<file path="config.mk">
export PLATFORM = sky130hd
export DESIGN_NAME = req_encoder
export DESIGN_NICKNAME = d
export VERILOG_FILES = /design/src/rtl/req_encoder_pkg.sv /design/src/rtl/prio_find_first.sv /design/src/rtl/req_encoder.sv
export SDC_FILE = /design/constraint.sdc
export NUM_CORES = 1
export LEC_CHECK = 0
export ABC_CLOCK_PERIOD_IN_PS = 6600
export BUFFER_PORTS_ARGS = -buffer_cell sky130_fd_sc_hd__buf_2
export CAP_MARGIN = 15
export CORE_UTILIZATION = 60
export DETAILED_ROUTE_END_ITERATION = 12
export PLACE_DENSITY_LB_ADDON = 0.15
export SYNTH_ARGS = -nofsm -noshare
export SYNTH_HDL_FRONTEND = slang
export SYNTH_SLANG_ARGS = --single-unit
</file>
<file path="constraint.sdc">
create_clock -name clk -period 6.6 [get_ports clk]
set_input_delay 0.66 -clock clk [delete_from_list [all_inputs] [get_ports clk]]
set_output_delay 0.66 -clock clk [all_outputs]
set_load 0.05 [all_outputs]
</file>
<file path="src/rtl/req_encoder_pkg.sv">
// Shared constants and helpers for the request-to-index encoder.
// Holds the default index width, a ceil-log2 helper and the default index type.
package req_encoder_pkg;

    localparam int unsigned DEFAULT_WIDTH = 7;

    // Number of bits needed to hold values 0 .. value-1 (minimum 1).
    function automatic int unsigned clog2(input int unsigned value);
        int unsigned bits;
        bits = 0;
        while ((32'd1 << bits) < value) begin
            bits = bits + 1;
        end
        return (bits == 0) ? 1 : bits;
    endfunction

    localparam int unsigned IDX_W = DEFAULT_WIDTH;

    typedef logic [IDX_W-1:0] idx_t;

endpackage

</file>
<file path="src/rtl/prio_find_first.sv">
// Combinational find-first-set over LINES bits, searching upward from i_start
// and wrapping past LINES-1 to 0; reports the wrapped index and a found flag.
module prio_find_first
    import req_encoder_pkg::*;
#(
    parameter int unsigned LINES = 8,
    parameter int unsigned IW    = clog2(LINES)
) (
    input  logic [LINES-1:0] i_vec,
    input  logic [IW-1:0]    i_start,
    output logic [IW-1:0]    o_idx,
    output logic             o_found
);

    logic [2*LINES-1:0] w_dbl;
    logic [2*LINES-1:0] w_mask;
    logic [2*LINES-1:0] w_masked;
    logic [IW:0]        w_pos;

    // Two copies side by side: masking off bits below i_start in the lower copy
    // turns a wrapping search into a plain lowest-set-bit search.
    assign w_dbl    = {i_vec, i_vec};
    assign w_mask   = {(2*LINES){1'b1}} << i_start;
    assign w_masked = w_dbl & w_mask;

    always_comb begin
        w_pos   = '0;
        o_found = 1'b0;
        for (int unsigned j = 0; j < 2*LINES; j++) begin
            if (w_masked[j] && !o_found) begin
                o_found = 1'b1;
                w_pos   = (IW+1)'(j);
            end
        end
    end

    assign o_idx = IW'((w_pos >= (IW+1)'(LINES)) ? (w_pos - (IW+1)'(LINES)) : w_pos);

endmodule

</file>
<file path="src/rtl/req_encoder.sv">
// Latches pulse requests per line and emits one binary index per accepted transfer.
// Define REQ_ENCODER_RR_EN for round-robin arbitration; default is fixed lowest-index priority.
module req_encoder
    import req_encoder_pkg::*;
#(
    parameter int unsigned WIDTH = DEFAULT_WIDTH,
    parameter int unsigned LINES = 2**WIDTH
) (
    input  logic             clk,
    input  logic             rst,
    input  logic [LINES-1:0] req,
    output logic [WIDTH-1:0] out_idx,
    output logic             out_valid,
    input  logic             out_ready,
    output logic             busy,
    output logic             overrun
);

    logic [LINES-1:0] r_pending;
    logic [WIDTH-1:0] r_out_idx;
    logic             r_out_valid;
    logic             r_busy;
    logic             r_overrun;

    logic             w_load;
    logic             w_found;
    logic             w_grant;
    logic [WIDTH-1:0] w_winner;
    logic [WIDTH-1:0] w_start;
    logic [LINES-1:0] w_clr;

    assign w_load  = ~r_out_valid | out_ready;
    assign w_grant = w_load & w_found;
    assign w_clr   = w_grant ? (LINES'(1) << w_winner) : '0;

`ifdef REQ_ENCODER_RR_EN
    logic [WIDTH-1:0] r_ptr;

    assign w_start = r_ptr;

    always_ff @(posedge clk) begin
        if (rst) begin
            r_ptr <= '0;
        end else if (w_grant) begin
            r_ptr <= (w_winner == WIDTH'(LINES-1)) ? '0 : w_winner + 1'b1;
        end
    end
`else
    assign w_start = '0;
`endif

    prio_find_first #(
        .LINES (LINES),
        .IW    (WIDTH)
    ) u_find (
        .i_vec   (r_pending),
        .i_start (w_start),
        .o_idx   (w_winner),
        .o_found (w_found)
    );

    always_ff @(posedge clk) begin
        if (rst) begin
            r_pending   <= '0;
            r_out_idx   <= '0;
            r_out_valid <= 1'b0;
            r_busy      <= 1'b0;
            r_overrun   <= 1'b0;
        end else begin
            // A new request on the line being granted this edge re-arms it.
            r_pending <= (r_pending & ~w_clr) | req;
            r_overrun <= |(req & r_pending & ~w_clr);
            r_busy    <= (|r_pending) | r_out_valid;
            if (w_load) begin
                r_out_valid <= w_found;
                if (w_found) begin
                    r_out_idx <= w_winner;
                end
            end
        end
    end

    assign out_idx   = r_out_idx;
    assign out_valid = r_out_valid;
    assign busy      = r_busy;
    assign overrun   = r_overrun;

endmodule

</file>
* Word level (Yosys, flattened, before mapping)
Index checks and enable logic that the tools add are counted.
** Storage, ports and cells
- Flip-flop bits (word level) :: 138
- Input port bits :: 131
- Output and inout bits :: 10
- Logic and storage cells :: 1043
** Cells by class
- Add/subtract/negate cells :: 1
- Magnitude comparators :: 1
- Shifts and indexed selects :: 1
- Mux-type cells :: 513
- Bitwise logic cells :: 9
- Reduce and logical (&&, ||, !) cells :: 513
** Operators by type and width (count)
- 8-bit two-way mux :: 128
- 7-bit two-way mux :: 65
- 128-bit bitwise AND :: 3
- 1-bit two-way mux :: 257
- 128-bit OR reduction :: 2
- 1-bit logical AND :: 255
- 1-bit zero test :: 255
- 6-bit two-way mux :: 32
- 128-bit two-way mux :: 1
- 128-bit NOT :: 1
- 128-bit OR :: 1
- 1-bit by 7-bit left shift with 128-bit output, first input constant :: 1
- 5-bit two-way mux :: 16
- 4-bit two-way mux :: 8
- 3-bit two-way mux :: 4
- 8-bit greater-or-equal comparator, second input constant :: 1
- 7-bit by 1-bit subtractor with 7-bit output, second input constant :: 1
- 2-bit two-way mux :: 2
- 1-bit OR :: 2
- 2-bit AND reduction :: 1
- 1-bit bitwise AND :: 1
- 1-bit NOT :: 1

* Longest topological paths before layout
- Depth after elaboration :: 773
- Mapped depth :: 15
- Depth with buffers taken out :: 12

* Modules after synthesis
From an unflattened synthesis, not the netlist that was laid out.
** Unflattened totals
- Cells, all modules :: 2170
- Area total of the unflattened synthesis :: 14335.0 um^2
** Modules (own cells, without submodules)
- req_encoder :: instances 1, cells each 964, area an instance 7181.9 um^2, seq. area each 2762.6 um^2
- prio_find_first :: instances 1, cells each 1206, area an instance 7153.1 um^2, seq. area each 0.0 um^2

* Least setup slack after synthesis
OpenSTA, ideal clock, no wires.
- Path type :: register to register
- Start point :: register r_pending[101]
- End point :: register r_overrun, in the netlist overrun
- Library setup time :: 0.140 ns
- Arrival time :: 3.740 ns
- Required time :: 6.460 ns
- Setup slack :: 2.720 ns
- Stages on the path, launching flop included :: 14
- Path buffers :: 1
- Clock period less this slack :: 3.880 ns
- Cells stage by stage :: dfxtp_1 -> or4_4 -> or3_1 -> buf_2 -> o32a_1 -> o31ai_1 -> a211oi_1 -> o21ai_4 -> nor2_2 -> or3_1 -> a32o_1 -> or4_1 -> nor4_1 -> a41oi_1
** RTL lines
- start, declared :: line req_encoder.sv:19 : logic [LINES-1:0] r_pending;
- start signal, assigned :: line req_encoder.sv:71 : r_pending <= (r_pending & ~w_clr) | req;
- end signal, assigned :: line req_encoder.sv:72 : r_overrun <= |(req & r_pending & ~w_clr);
- end, declared :: line req_encoder.sv:23 : logic r_overrun;

==> summary.txt <==
Starting density of the core: 61.5%
Final worst path period need: 5900 ps
Die Height: 121 µm
Critical path class: reg -> reg
Core Area: 13,800 µm²
Final period util: 89.4%
I/O Buffers: 140
Ant diodes: 0
Pre-Repair DR Iteration Count: 9
DP Area: 9360 µm²
Vias per cell: 7.40
Yosys cell types: 69
Crit. End Element: flip-flop
Syn. warnings: 0
Post-CTS setup repair buffer count: 0
DRC violations left: 0
R2R setup slack: 700 ps
Fmax: 169 MHz
Final Hold Fails: 0
Syn_nets: 1,279
Number of synthesized register bits: 138
H-tree levels: 4
Reg clk slew, reported paths: 70 ps
Grt ovf: 0
CP dominant cell by count: nor4_1
Worst Hold Class: in -> reg
Post-Syn Area: 8500 µm²
VDD IR max: 0.192 mV
Met3 Use GR: 18.4%
Final instance area: 9970 µm²
Clock sink count: 138
Hold_buf cts: 0
Crit path buf inv count: 1
DRT iter0 DRCs: 1,924
Post-synth ARST share: 0%
Max-slew violations: 0
Relative slew slack: 22.1%
Worst path top cell family by delay: simple AND/OR/NAND/NOR gates
Synthesized netlist cell count: 1,148
Crit start category: flip-flop
All-Layer GR Usage: 53.1%
Total number of vias: 10,800
M2 GR Usage: 77.8%
Leak Pwr: 3.96 nW
Worst EP required: 6860 ps
Wire per inst: 26.4 µm
TritonCTS Buffers: 17
Full die area: 14,600 µm²
Arrival @ worst endpoint: 6170 ps
Final #Nets: 1,404
Final Wtd Congestion: 1.13
Vias in the first global route: 9,687
Root Driver: clkbuf_16
Sequential cell area fraction in the yosys report: 32.5%
GRT busiest layer: met2
Layout cells sized above 1: 17.2%
Post-synth EDFFs: 0
Maximum fanout along the worst path: 20
HPWL Detailed: 28.5 mm
Die W: 121 µm
Post-Route WL: 38.7 mm
Largest net degree at the start of global routing: 91
Avg Inst Size Synth: 7.40 µm²
PD cells: 246 nW/µm²
First-pass GRT wire length: 56.9 mm
I/O pin count: 141
Clk_skew: 10.6 ps
Unrepaired setup endpoints after global routing: no
Synth-to-Final Area Change: 17.3%
CTS max path bufs: 2
PnR Total Power: 2.45 mW
Grt met1 use: 65.5%
Max cap viols: 0
CP Cell Sequence: nor4_1 > and4_1 > nand3_1 > nor4_1 > nor4_1 > a21oi_1 > nand3_1 > buf_4 > o311ai_0 > o2111ai_1 > or4_1 > nor4_1 > a41oi_1
CP max-delay cell: nor4_1
Top FF cell, synth: dfxtp_1
Max incr delay on CP: 800 ps
Status: finished, final reports clean
Final setup TNS: 0 ps
Initial antenna violation count: 0
Storage element area: 2760 µm²
Cts repair resizes: 0
Post-route ant nets: 0
Worst skew pair latency: 440 ps
Multi-input combinational cell area: 5030 µm²
Final Setup Violations: 0
Worst Tran Pin Value: 1150 ps
Fill count: 1,091
# rows: 43
CTS tree: yes
[cells by family after synthesis]
family	Yosys count	share of synthesized area [%]
compound gates	485	36.4
buf+inv	186	8.36
flops	138	32.5
simple gates	339	22.8
[state kept, by name, summed over array words and instances (netlist names)]
signal     count
r_pending    128
out_idx        7
busy           1
out_valid      1
overrun        1
[final timing paths]
check,start,to,cells past startpoint
hold reg to reg,out_idx[6]$_SDFFE_PP0P_,out_idx[6]$_SDFFE_PP0P_,2
setup / recovery,r_pending[28]$_SDFF_PP0_,overrun$_SDFF_PP0_,13
setup reg to reg,r_pending[28]$_SDFF_PP0_,overrun$_SDFF_PP0_,13
hold / removal,req[3],r_pending[3]$_SDFF_PP0_,3
[worst reg2reg max path, cell delays in order, from the launching register on]
cell,delay (ps)
dfxtp_1,350
nor4_1,740
and4_1,470
nand3_1,410
nor4_1,810
nor4_1,170
a21oi_1,250
nand3_1,260
buf_4,340
o311ai_0,750
o2111ai_1,190
or4_1,540
nor4_1,310
a41oi_1,140
[layout make-up]
class,instances,area share (%)
sequential,138,27.7
timing repair buffer,158,8.41
clock buffer,17,4.27
clock inverter,14,1.86
inverter,134,5.04
multi-input combinational,824,50.5
tap,180,2.26
[Yosys cell counts (all sizes together), types with 3 or more instances]
cell type	instances	area share, %
o311a	5	0.59
o41ai	4	0.41
nand2	23	1.0
nand2b	4	0.29
or2	13	0.96
a31oi	3	0.22
o21a	13	1.1
o21bai	7	0.62
o21ai	134	8.0
or3	18	1.3
o211ai	56	4.9
a2111oi	3	0.32
o211a	4	0.47
nand3b	6	0.68
a221oi	4	0.41
nor2	101	4.5
and4	9	0.93
a21oi	148	8.7
inv	134	5.9
o32a	4	0.47
nor4	45	4.0
nor2b	10	0.74
a211oi	17	1.5
a32oi	6	0.62
a41oi	4	0.41
o2111ai	18	1.9
o31ai	10	0.88
nand4	25	1.8
or4	21	2.1
nand3	20	1.2
a2111o	3	0.40
and3	5	0.37
nor3	34	2.3
o311ai	25	2.6
clkbuf	48	2.1
dfxtp	138	33
buf	4	0.32
[layer usage]
metal  wire length [µm]  vias to the layer above
met3               6020                      266
met2              15900                     1048
met4               2970                        0
met5                  0                        -
met1              13800                     4918
li1                   -                     4614
[metrics by stage]
| stage | hold WS, ps | setup slack [ps] | utilization (%) | std cells |
|---|---|---|---|---|
| final | 439 | 698 | 72.1 | 1465 |
| after global routing | 447 | 532 | 72.1 | 1465 |
| after global placement | 487 | 969 | 67.7 | 1434 |
| after detailed placement | 492 | 1050 | 67.7 | 1434 |
| after CTS | 441 | 1020 | 72.1 | 1465 |
| after floorplan | 474 | 2720 | - | 1148 |
[placed cells by master (no fill, tap or decap), types with 19 or more instances in the layout]
cell type	count
buf_2	139
nand4_1	25
nor4_1	37
buf_4	19
o21ai_0	125
nor2_1	100
a21oi_1	148
o211ai_1	56
inv_1	134
nor3_1	31
o311ai_0	23
dfxtp_1	138
nand3_1	20
nand2_1	23
[report_power, final]
part | switching, mW | total [mW] | internal [mW] | leakage, nW
Clock | 0.420 | 1.02 | 0.603 | 0.295
Combinational | 0.294 | 0.445 | 0.151 | 2.51
Sequential | 0.0928 | 0.986 | 0.894 | 1.16
Total | 0.806 | 2.45 | 1.65 | 3.96
Power figures use the tool's default switching activity.
